$ cat src/rtl/bcd_seq_addsub_if.sv
// Operand/result bundle for the sequential BCD adder/subtractor.
// The master side issues requests; the slave side is the adder itself.
interface bcd_seq_addsub_if #(
  parameter int DIGITS = 4
);
  logic                  start;
  logic                  op;
  logic                  cin;
  logic [4*DIGITS-1:0]   a;
  logic [4*DIGITS-1:0]   b;
  logic                  busy;
  logic                  done;
  logic [4*DIGITS-1:0]   sum;
  logic                  cout;
  logic                  neg;
  logic                  err;
  logic [7*DIGITS-1:0]   seg;

  modport master (
    output start, op, cin, a, b,
    input  busy, done, sum, cout, neg, err, seg
  );

  modport slave (
    input  start, op, cin, a, b,
    output busy, done, sum, cout, neg, err, seg
  );
endinterface

$ cat src/rtl/bcd_seq_addsub.sv
// Digit-serial packed-BCD adder/subtractor, LSD first, one digit per clock.
// Also drives active-low seven-segment codes for every result digit.
module bcd_seq_addsub #(
  parameter int DIGITS = 4
) (
  input  logic               clk,
  input  logic               rst,
  bcd_seq_addsub_if.slave    bus
);
  localparam int W  = 4 * DIGITS;
  localparam int IW = (DIGITS > 1) ? $clog2(DIGITS) : 1;

  typedef enum logic [1:0] {IDLE, RUN, DONE} state_t;

  state_t        state, state_next;
  logic [W-1:0]  a_q, b_q, work, work_next, sum_q;
  logic          op_q, carry, err_pending, cout_q, neg_q, err_q;
  logic [IW-1:0] idx;
  logic [3:0]    a_k, b_k, bk, digit;
  logic [4:0]    t;
  logic          digit_carry, last, accept, bad_in;

  always_ff @(posedge clk) begin
    if (rst) state <= IDLE;
    else     state <= state_next;
  end

  always_comb begin
    state_next = state;
    accept     = 1'b0;
    bus.busy   = 1'b0;
    bus.done   = 1'b0;
    unique case (state)
      IDLE: begin
        if (bus.start) begin
          accept     = 1'b1;
          state_next = RUN;
        end
      end
      RUN: begin
        bus.busy = 1'b1;
        if (last) state_next = DONE;
      end
      DONE: begin
        bus.busy   = 1'b1;
        bus.done   = 1'b1;
        state_next = IDLE;
      end
      default: state_next = IDLE;
    endcase
  end

  always_comb begin
    bad_in = 1'b0;
    for (int i = 0; i < DIGITS; i++)
      if (bus.a[4*i +: 4] > 4'd9 || bus.b[4*i +: 4] > 4'd9) bad_in = 1'b1;
  end

  always_comb begin
    a_k       = 4'd0;
    b_k       = 4'd0;
    work_next = work;
    for (int i = 0; i < DIGITS; i++) begin
      if (idx == IW'(i)) begin
        a_k                 = a_q[4*i +: 4];
        b_k                 = b_q[4*i +: 4];
        work_next[4*i +: 4] = digit;
      end
    end
  end

  // Subtraction adds the nine's complement of B with the carry preset to 1.
  assign bk          = op_q ? (4'd9 - b_k) : b_k;
  assign t           = {1'b0, a_k} + {1'b0, bk} + {4'd0, carry};
  assign digit_carry = (t > 5'd9);
  assign digit       = digit_carry ? (t[3:0] + 4'd6) : t[3:0];
  assign last        = (idx == IW'(DIGITS - 1));

  // Results are registered on the last RUN edge so they are already valid
  // during the DONE cycle, and then hold until the next completion.
  always_ff @(posedge clk) begin
    if (rst) begin
      a_q         <= '0;
      b_q         <= '0;
      op_q        <= 1'b0;
      carry       <= 1'b0;
      idx         <= '0;
      err_pending <= 1'b0;
      work        <= '0;
      sum_q       <= '0;
      cout_q      <= 1'b0;
      neg_q       <= 1'b0;
      err_q       <= 1'b0;
    end else begin
      if (accept) begin
        a_q         <= bus.a;
        b_q         <= bus.b;
        op_q        <= bus.op;
        carry       <= bus.op | bus.cin;
        idx         <= '0;
        err_pending <= bad_in;
      end
      if (state == RUN) begin
        work  <= work_next;
        carry <= digit_carry;
        if (!last) idx <= idx + 1'b1;
        if (last) begin
          sum_q  <= err_pending ? '0 : work_next;
          cout_q <= ~err_pending & digit_carry;
          neg_q  <= ~err_pending & op_q & ~digit_carry;
          err_q  <= err_pending;
        end
      end
    end
  end

  assign bus.sum  = sum_q;
  assign bus.cout = cout_q;
  assign bus.neg  = neg_q;
  assign bus.err  = err_q;

  always_comb begin
    bus.seg = '1;
    for (int i = 0; i < DIGITS; i++) begin
      case (sum_q[4*i +: 4])
        4'd0:    bus.seg[7*i +: 7] = 7'b1000000;
        4'd1:    bus.seg[7*i +: 7] = 7'b1111001;
        4'd2:    bus.seg[7*i +: 7] = 7'b0100100;
        4'd3:    bus.seg[7*i +: 7] = 7'b0110000;
        4'd4:    bus.seg[7*i +: 7] = 7'b0011001;
        4'd5:    bus.seg[7*i +: 7] = 7'b0010010;
        4'd6:    bus.seg[7*i +: 7] = 7'b0000010;
        4'd7:    bus.seg[7*i +: 7] = 7'b1111000;
        4'd8:    bus.seg[7*i +: 7] = 7'b0000000;
        4'd9:    bus.seg[7*i +: 7] = 7'b0010000;
        default: bus.seg[7*i +: 7] = 7'b1111111;
      endcase
    end
  end
endmodule
$ cat src/flat_wrapper.sv
// flat-port wrapper written by rule: the top's interface ports become plain ports
module bcd_seq_addsub_flat 
#(
  parameter int DIGITS = 4
)
  (clk, rst, bus_start, bus_op, bus_cin, bus_a, bus_b, bus_busy, bus_done, bus_sum, bus_cout, bus_neg, bus_err, bus_seg);
  bcd_seq_addsub_if #(.DIGITS(DIGITS)) bus_i ();
  input  logic clk;
  input  logic rst;
  input wire logic [$bits(bus_i.start)-1:0] bus_start;
  input wire logic [$bits(bus_i.op)-1:0] bus_op;
  input wire logic [$bits(bus_i.cin)-1:0] bus_cin;
  input wire logic [$bits(bus_i.a)-1:0] bus_a;
  input wire logic [$bits(bus_i.b)-1:0] bus_b;
  output wire logic [$bits(bus_i.busy)-1:0] bus_busy;
  output wire logic [$bits(bus_i.done)-1:0] bus_done;
  output wire logic [$bits(bus_i.sum)-1:0] bus_sum;
  output wire logic [$bits(bus_i.cout)-1:0] bus_cout;
  output wire logic [$bits(bus_i.neg)-1:0] bus_neg;
  output wire logic [$bits(bus_i.err)-1:0] bus_err;
  output wire logic [$bits(bus_i.seg)-1:0] bus_seg;
  assign bus_i.start = bus_start;
  assign bus_i.op = bus_op;
  assign bus_i.cin = bus_cin;
  assign bus_i.a = bus_a;
  assign bus_i.b = bus_b;
  assign bus_busy = bus_i.busy;
  assign bus_done = bus_i.done;
  assign bus_sum = bus_i.sum;
  assign bus_cout = bus_i.cout;
  assign bus_neg = bus_i.neg;
  assign bus_err = bus_i.err;
  assign bus_seg = bus_i.seg;
  bcd_seq_addsub #(.DIGITS(DIGITS)) u_core (.clk(clk), .rst(rst), .bus(bus_i));
endmodule
$ cat config.mk
export PLATFORM = sky130hd
export DESIGN_NAME = bcd_seq_addsub_flat
export DESIGN_NICKNAME = d
export VERILOG_FILES = /design/src/rtl/bcd_seq_addsub_if.sv /design/src/rtl/bcd_seq_addsub.sv /design/src/flat_wrapper.sv
export SDC_FILE = /design/constraint.sdc
export NUM_CORES = 1
export LEC_CHECK = 0
export CAP_MARGIN = 20
export CORE_ASPECT_RATIO = 1.75
export CORE_MARGIN = 2
export CORE_UTILIZATION = 45
export DETAILED_ROUTE_END_ITERATION = 10
export PLACE_DENSITY_LB_ADDON = 0.08
export SKIP_CTS_REPAIR_TIMING = 1
export SLEW_MARGIN = 25
export SYNTH_ARGS = -nofsm -noshare
export SYNTH_HDL_FRONTEND = slang
export SYNTH_SLANG_ARGS = --single-unit
$ cat constraint.sdc
create_clock -name clk -period 6.75 [get_ports clk]
set_input_delay 1.6875 -clock clk [delete_from_list [all_inputs] [get_ports clk]]
set_output_delay 1.6875 -clock clk [all_outputs]
set_load 0.02 [all_outputs]
==> results of run 1 <==
-- final cells by class --
type	instances	area [sq um]
flip-flops and latches	98	1962
inverters	31	116.4
clock buffers	10	239.0
fillers	1048	4793
repair buffers	88	868.3
well taps	132	165.2
multi-input cells	458	2783
clock inverters	6	48.80
-- power by group --
part	internal [mW]	switching, mW	leakage (nW)
sequential	0.637	0.0441	0.796
combinational	0.261	0.487	1.55
clock	0.263	0.229	0.132
-- worst reg2reg max path, stage by stage (launching register included) --
cell     delay, ns
dfxtp_1       0.36
inv_1         0.08
ha_1          0.18
buf_4         0.20
inv_1         0.27
and3_1        0.21
a21oi_1       0.04
nor2_1        0.10
a21oi_1       0.05
o21ai_0       0.22
xnor2_1       0.17
fa_1          0.22
inv_1         0.05
fa_1          0.44
xnor2_1       0.35
ha_1          0.32
a22oi_2       0.14
and3_1        0.25
nor3_1        0.36
nor2_1        0.16
mux2_2        0.30
a22oi_1       0.21
nor2_1        0.11
ha_1          0.32
or2_2         0.30
a21oi_1       0.13
-- through the flow --
stage	instance area, sq um	util [%]	instances
final	6182	56.33	823
after CTS	6180	56.30	823
after floorplan	5007	-	625
after detailed placement	5892	53.68	807
after global placement	5889	53.66	807
after global routing	6182	56.33	823
-- metal layers --
metal  up-vias  global-route usage, %  part of all wire, %
met2       101                  42.02                   56
met4         0                  10.70                  3.5
met5         -                      0                    0
li1       2266                      -                    -
met3        28                  2.872                  3.0
met1      2105                  20.67                   38
-- layout by cell type (no fill, tap or decap), types with 4 or more instances in the layout --
| master | instances |
|---|---|
| dfxtp_1 | 98 |
| nand2_1 | 93 |
| a21oi_1 | 85 |
| clkdlybuf4s50_1 | 84 |
| nor2_1 | 70 |
| ha_1 | 34 |
| inv_1 | 30 |
| o21ai_0 | 23 |
| and3_1 | 14 |
| nor3_1 | 12 |
| a211oi_1 | 10 |
| mux2i_1 | 9 |
| a31oi_1 | 9 |
| clkbuf_16 | 9 |
| a21o_1 | 8 |
| nand3_1 | 8 |
| xnor2_1 | 6 |
| a22oi_1 | 5 |
| or2_2 | 5 |
| o21a_1 | 5 |
| and2_1 | 4 |
| nor2b_1 | 4 |
-- registers in the layout, indices dropped and copies added (netlist names), 2 cells and up --
name and count:
u_core.bus.sum 16, u_core.idx 2, u_core.state 2, u_core.work 12, u_core.bus.seg 28, u_core.b_q 16, u_core.a_q 16
-- cell families (layout without fill, tap and decap cells) --
family          after synthesis  count (layout)
simple gates                231             231
compound gates              173             173
flops                        98              98
buf+inv                      69             135
fa+ha+maj                    36              36
mux                          12              12
xor+xnor                      6               6
-- synth_stat cells, types with 8 or more instances --
cell type / count
dfxtp_1: 98
nand2_1: 95
a21oi_1: 85
nor2_1: 70
ha_1: 34
inv_1: 30
clkbuf_1: 25
o21ai_0: 23
and3_1: 14
nor3_1: 12
a211oi_1: 10
a31oi_1: 9
mux2i_1: 9
a21o_1: 8
buf_1: 8
nand3_1: 8
-- worst max path at each step --
stage	end	slack, ns	cells past startpoint	from
floorplan	u_core.bus.seg[15]	1.70	27	u_core.idx[0]
global placement	u_core.bus.seg[15]	1.32	27	u_core.idx[1]
detailed placement	u_core.bus.seg[15]	1.13	25	u_core.idx[1]
CTS	u_core.bus.seg[15]	1.11	25	u_core.idx[1]
global route	u_core.bus.seg[15]	0.69	26	u_core.idx[1]
finish	u_core.bus.seg[15]	1.13	25	u_core.idx[1]
==> impl_results.md, run 1 <==
* Avg Inst Size Synth at 8.012 sq um
* RSZ-0062 raised after global routing: no
* Routed wire length at 12660 microns
* Pwr/cell area at 310.8 nW/um^2
* CP bufs+invs at 4
* Ys flop type: dfxtp_1
* # setup viols final at 0
* Syn_nets at 698
* Top cells by area, synth: dfxtp_1 39%, a21oi_1 8.5%, ha_1 8.5%, nand2_1 7.1%, nor2_1 5.2%
* CP endpoint kind: register
* Vias at 4500
* Post-DP HPWL at 9638 microns
* Die boundary height at 143.5 microns
* GP Congestion at 0.8753
* DRC at 0
* Die X at 83.74 microns
* Adder-cell area share of the yosys netlist at 9.295%
* Final worst slack at 1.130 ns
* Mux contribution to synthesized area at 2.549%
* Fin Setup TNS at 0 ns
* CTS buffer count at 9
* R2R Setup Slk at 1.13 ns
* Total Power at 1.921 mW
* Longest Clk Path Bufs at 2
* Worst Reg-to-Reg Cells at 25
* Starting Density at 45.62%
* Worst Path Required at 7.03 ns
* Core ar. at 10980 sq um
* Maximum VDD drop at 0.1978 mV
* Maxcap violations at 0
* Slew Limit Headroom at 40.25%
* Die area at 12020 sq um
* Hold path depth at 2
* Number of flops mapped to enable cells by yosys at 0
* Remaining antenna violation count after routing at 0
* Post-DR vias/cell at 5.468
* Async SR Flop Fraction at 0%
* Final hold vios at 0
* Hold WS at 0.4571 ns
* First-pass GRT wire length at 20310 microns
* Post-synthesis sequential area ratio at 39.18%
* Crit Path Class: reg -> reg
* Top Ports at 86
* Outcome: finished clean
* Synth Area in XOR/XNOR at 1.049%
* CTS tree: built
* CTS Sinks at 98
* CP max FO at 19
* Area delta synth->final at 23.46%
* Compound-cell area share of the yosys netlist at 21.99%
* Fin nets at 759
* Worst path max stage delay at 0.44 ns
* Largest area contributor in the netlist: dfxtp_1
* Initial antenna violation count at 0
* Num rows at 51
* Distinct cell type count after synthesis at 61
* Antenna diodes at 0
* Crit-path slowest cell: fa_1
* Number of port buffers at 85
* Simple-gate share of the synthesized area at 20.59%
* Post-Synthesis Cell Area at 5007 sq um
* Root buf cell: clkbuf_16
* Crit start category: register
* Final Max Slew Viols at 0
* Reg2reg start: u_core.idx[1]
* Share of cells above drive strength 1 at 6.223%
* Pre-CTS setup slack at 1.131 ns
* H-Tree Depth at 3
* Clock Latency Late Sink at 0.34 ns
* Iter 0 DRT Violations at 267
* Leakage power at 2.476 nW
* Number of global-route vias before repair at 4347
* Pin slew with the least headroom to its limit at 0.8962 ns
* Max Fclk at 177.9 MHz
* DR WL/cell at 15.39 microns
* Hold Path Class: reg -> reg
* Worst EP arrival at 5.90 ns
* Ys Warns at 0
* Grt ovf at 0
* Worst min-delay path startpoint: u_core.work[2]
* Clk slew on worst S/H paths at 0.07 ns
* Final min period at 5.620 ns
* Setup Skew at 0.008826 ns
* DRT Pass-1 Iters at 4
* Critical R2R Capture: u_core.bus.seg[15]
* Largest net degree at the start of global routing at 69
* Worst hold path endpoint: u_core.work[2]
* Post-synthesis cell count at 625
* Main combinational cell family by area after synthesis: compound AO/OA/AOI/OAI gates
* Gr usage total at 21.05%
* Final worst-path cycle share at 83.26%
* CP top delay family: simple AND/OR/NAND/NOR gates
* Post-synth top area share at 39.18%
* Seq cells post-synth at 98
Note: power is estimated with default switching activity, not from simulation.
==> run 2, diff against run 1 <==
==> constraint.sdc (replaced) <==
create_clock -name clk -period 4.5 [get_ports clk]
set_input_delay 1.125 -clock clk [delete_from_list [all_inputs] [get_ports clk]]
set_output_delay 1.125 -clock clk [all_outputs]
set_load 0.02 [all_outputs]
==> impl_results.md, run 2 (synthesis gave the netlist of run 1 again) <==
* Maxcap violations at 0
* GP Congestion at 0.8684
* Num rows at 51
* First-pass GRT wire length at 21560 microns
* Vias at 4775
* Switching power share of the total at 38.24%
* Final worst-path cycle share at 99.43%
* Routed wire length at 13850 microns
* Most frequent cells in the layout: 96 x dfxtp_1, 93 x nand2_1, 84 x clkdlybuf4s50_1
* Clk slew on worst S/H paths at 0.07 ns
* Slew Limit Headroom at 43.05%
* Clock power frac at 21.3%
* DR WL/cell at 15.45 microns
* Root buf cell: clkbuf_16
* Pin slew with the least headroom to its limit at 0.8543 ns
* Sw power at 1.332 mW
* Post-DP HPWL at 10300 microns
* Die X at 83.74 microns
* Longest Clk Path Bufs at 2
* DRT Pass-1 Iters at 4
* Die area at 12020 sq um
* Hold WS at 0.4532 ns
* Top Ports at 86
* Grt ovf at 0
* Number of global-route vias before repair at 4657
* Die boundary height at 143.5 microns
* DRC at 0
* Final Max Slew Viols at 0
* Worst Path Required at 4.76 ns
* Starting Density at 45.62%
* Number of port buffers at 85
* Final min period at 4.474 ns
* Max FFs per register at 28
* CP max FO at 6
* Max Fclk at 223.5 MHz
* Worst EP arrival at 4.73 ns
* Commonest non-fill, non-tap cell in the layout: dfxtp_1
* Finished Layout Cells at 896
* Leakage power at 2.876 nW
* Gr usage total at 22.44%
* Area delta synth->final at 41.93%
* Layout Utilization at 64.75%
* Fin nets at 832
* Combinational Power Share at 49.3%
* Pwr/cell area at 490.3 nW/um^2
* Crit Path Class: reg -> reg
* Outcome: finished clean
* Iter 0 DRT Violations at 226
* CTS buffer count at 9
* Pint at 2.152 mW
* Core ar. at 10980 sq um
* RSZ-0062 raised after global routing: yes
* Seq pwr share at 29.4%
* CTS tree: built
* Hold Path Class: reg -> reg
* Final hold vios at 0
* CTS Sinks at 98
* Remaining antenna violation count after routing at 0
* Final worst slack at 0.02586 ns
* Share of cells above drive strength 1 at 23.56%
* Largest net degree at the start of global routing at 43
* Maximum VDD drop at 0.2942 mV
* Crit start category: register
* Pre-CTS setup slack at -0.08356 ns
* Post-DR vias/cell at 5.329
* Initial antenna violation count at 0
* # setup viols final at 0
* Dpl cells at 866
* Clock Latency Late Sink at 0.35 ns
* Antenna diodes at 0
* Setup Skew at 0.006957 ns
* H-Tree Depth at 3
* CP endpoint kind: register
-- run 2: per-layer routing --
metal / share of wire [%] / track usage (%) / vias up
met2: 55 / 44.21 / 107
met4: 4.2 / 11.88 / 0
met3: 2.8 / 3.331 / 36
li1: - / - / 2420
met5: 0 / 0 / -
met1: 37 / 22.15 / 2212
-- run 2: power groups by stage --
stage	Sequential [mW]	Combinational (mW)	Clock, mW
2_1_floorplan	1.01	0.963	0
3_3_place_gp	1.04	1.51	0
3_5_place_dp	1.04	1.54	0
4_1_cts	1.02	1.55	0.757
5_1_grt	1.03	1.85	0.790
6_report	1.02	1.72	0.742
-- run 2: critical path: stages, from the launching register on --
cell,delay [ns]
dfxtp_2,0.36
buf_12,0.11
ha_4,0.15
inv_4,0.05
and3_4,0.16
a21oi_2,0.11
nor2_1,0.05
a21oi_1,0.13
o21ai_1,0.09
xnor2_1,0.20
fa_2,0.25
inv_2,0.04
fa_2,0.54
inv_2,0.06
ha_4,0.16
a22oi_2,0.24
and3_4,0.24
nor3_4,0.05
o31a_1,0.34
o21a_1,0.21
nor2_2,0.11
inv_2,0.09
ha_4,0.16
mux2_4,0.27
a221oi_2,0.23
-- run 2: per-stage QoR --
stage,instance area [sq um],power (mW),TNS [ns]
floorplan,5170,1.978,-0.1838
global placement,6465,2.545,0
detailed placement,6465,2.580,-0.1765
CTS,6749,3.328,-0.4393
global route,7107,3.674,-1.977
finish,7107,3.484,0
-- run 2: path summary, 6_finish.rpt --
check                       from                 to  slack [ns]  depth (start not counted)
hold / removal    u_core.work[2]     u_core.work[2]        0.45                          2
hold reg to reg   u_core.work[2]     u_core.work[2]        0.45                          2
setup reg to reg   u_core.idx[0]  u_core.bus.seg[4]        0.03                         24
setup / recovery   u_core.idx[0]  u_core.bus.seg[4]        0.03                         24
-- run 2: cell type report --
type / instances / area (sq um)
tap: 132 / 165.2
multi-input combinational: 458 / 3142
clock buffer: 9 / 225.2
sequential: 98 / 1964
clock inverter: 7 / 58.81
timing repair buffer: 161 / 1433
inverter: 31 / 118.9
fill: 966 / 3869
==> run 3, diff against run 2 <==
--- a/config.mk
+++ b/config.mk
@@ -12,6 +12,7 @@
 export DETAILED_ROUTE_END_ITERATION = 10
 export PLACE_DENSITY_LB_ADDON = 0.08
 export SKIP_CTS_REPAIR_TIMING = 1
+export SKIP_LAST_GASP = 1
 export SLEW_MARGIN = 25
 export SYNTH_ARGS = -nofsm -noshare
 export SYNTH_HDL_FRONTEND = slang
==> constraint.sdc (replaced) <==
create_clock -name clk -period 4.6 [get_ports clk]
set_input_delay 1.15 -clock clk [delete_from_list [all_inputs] [get_ports clk]]
set_output_delay 1.15 -clock clk [all_outputs]
set_load 0.02 [all_outputs]
==> impl_results.md, run 3 (synthesis gave the netlist of run 1 again) <==
* Max Fclk at 217.6 MHz
* DRC at 0
* Clock Latency Late Sink at 0.35 ns
* Leakage power at 2.720 nW
* Most frequent cells in the layout: 96 x dfxtp_1, 95 x nand2_1, 84 x clkdlybuf4s50_1
* CP endpoint kind: register
* Final worst-path cycle share at 99.91%
* Placed Area at 6251 sq um
* Top Ports at 86
* Die X at 83.74 microns
* Gr usage total at 22.60%
* CTS Sinks at 98
* CP bufs+invs at 6
* RSZ-0062 raised after global routing: yes
* Fin Setup TNS at 0 ns
* Hold Path Class: reg -> reg
* Vias at 4764
* Slew Limit Headroom at 43.16%
* GP Congestion at 0.9067
* # setup viols final at 0
* Iter 0 DRT Violations at 289
* Die area at 12020 sq um
* Routed wire length at 13820 microns
* Pin slew with the least headroom to its limit at 0.8527 ns
* Commonest non-fill, non-tap cell in the layout: dfxtp_1
* First-pass GRT wire length at 21600 microns
* Crit-path slowest cell: fa_2
* Number of global-route vias before repair at 4547
* Remaining antenna violation count after routing at 0
* Max FFs per register at 28
* Crit start category: register
* Setup Skew at 0.006284 ns
* Worst path max stage delay at 0.47 ns
* Number of port buffers at 85
* DR WL/cell at 15.85 microns
* Longest Clk Path Bufs at 2
* Final hold vios at 0
* Initial antenna violation count at 0
* Share of cells above drive strength 1 at 18.51%
* Fin nets at 808
* Outcome: finished clean
* Final instance area at 6819 sq um
* Filler cells at 1006
* Largest net degree at the start of global routing at 38
* Antenna diodes at 0
* Num rows at 51
* Core ar. at 10980 sq um
* Pwr/cell area at 481.0 nW/um^2
* Final min period at 4.596 ns
* Hold WS at 0.4606 ns
* H-Tree Depth at 3
* CP top delay family: adder cells
* Grt ovf at 0
* Starting Density at 45.62%
* CTS tree: built
* Worst EP arrival at 4.87 ns
* Maximum VDD drop at 0.2997 mV
* Total Power at 3.280 mW
* CTS buffer count at 9
* Dpl cells at 844
* Finished Layout Cells at 872
* DRT Pass-1 Iters at 4
* Die boundary height at 143.5 microns
* Area delta synth->final at 36.18%
* Post-DR vias/cell at 5.463
* Post-DP HPWL at 10450 microns
* Root buf cell: clkbuf_16
* CP max FO at 10
* Maxcap violations at 0
* Worst Path Required at 4.88 ns
* Clk slew on worst S/H paths at 0.07 ns
* Crit Path Class: reg -> reg
* Final Max Slew Viols at 0
run 3: cell types whose count changed in the layout (fill, tap and decap cells not counted), sizes merged:
cell | previous run | this run
buf | 77 | 53
clkinvlp | 1 | 2
inv | 35 | 34
run 3: per-stage QoR:
step	worst slack, ns	utilization [%]
detailed placement	-0.1142	56.95
CTS	-0.1347	59.56
global route	-0.2135	62.13
floorplan	0.0002061	-
finish	0.004233	62.13
global placement	0.05503	56.95
run 3: worst paths after layout:
kind	start	depth (start not counted)	endpoint	slack [ns]
max	u_core.idx[0]	25	u_core.bus.seg[18]	0.004
min	u_core.work[6]	2	u_core.work[6]	0.46
max reg2reg	u_core.idx[0]	25	u_core.bus.seg[18]	0.004
min reg2reg	u_core.work[6]	2	u_core.work[6]	0.46
run 3: area by class of cell:
class / count / area (sq um) / share of cell area [%]
multi-input cells: 458 / 3038 / 44.55
flip-flops and latches: 98 / 1969 / 28.88
repair buffers: 137 / 1236 / 18.13
clock buffers: 9 / 225.2 / 3.303
well taps: 132 / 165.2 / 2.422
inverters: 31 / 123.9 / 1.817
clock inverters: 7 / 61.31 / 0.8991
run 3: worst register-to-register path: cells and delay by family (launching register included):
kind,cells,cell delay (ns)
buf+inv,6,0.70
fa+ha+maj,5,1.41
flops,1,0.37
simple gates,7,0.98
mux,2,0.49
compound gates,5,0.57
run 3: routing by layer:
metal | share of wire (%) | global-route usage [%]
met3 | 3.5 | 3.561
met4 | 3.6 | 9.932
met1 | 36 | 22.60
met2 | 57 | 45.05
met5 | 0 | 0
run 3: where the power goes:
part           total [mW]  leakage (nW)  internal, mW  switching [mW]
clock               0.723         0.135         0.376           0.347
combinational        1.55          1.79         0.692           0.860
sequential           1.00         0.797         0.936          0.0679
total                3.28          2.72          2.00            1.28
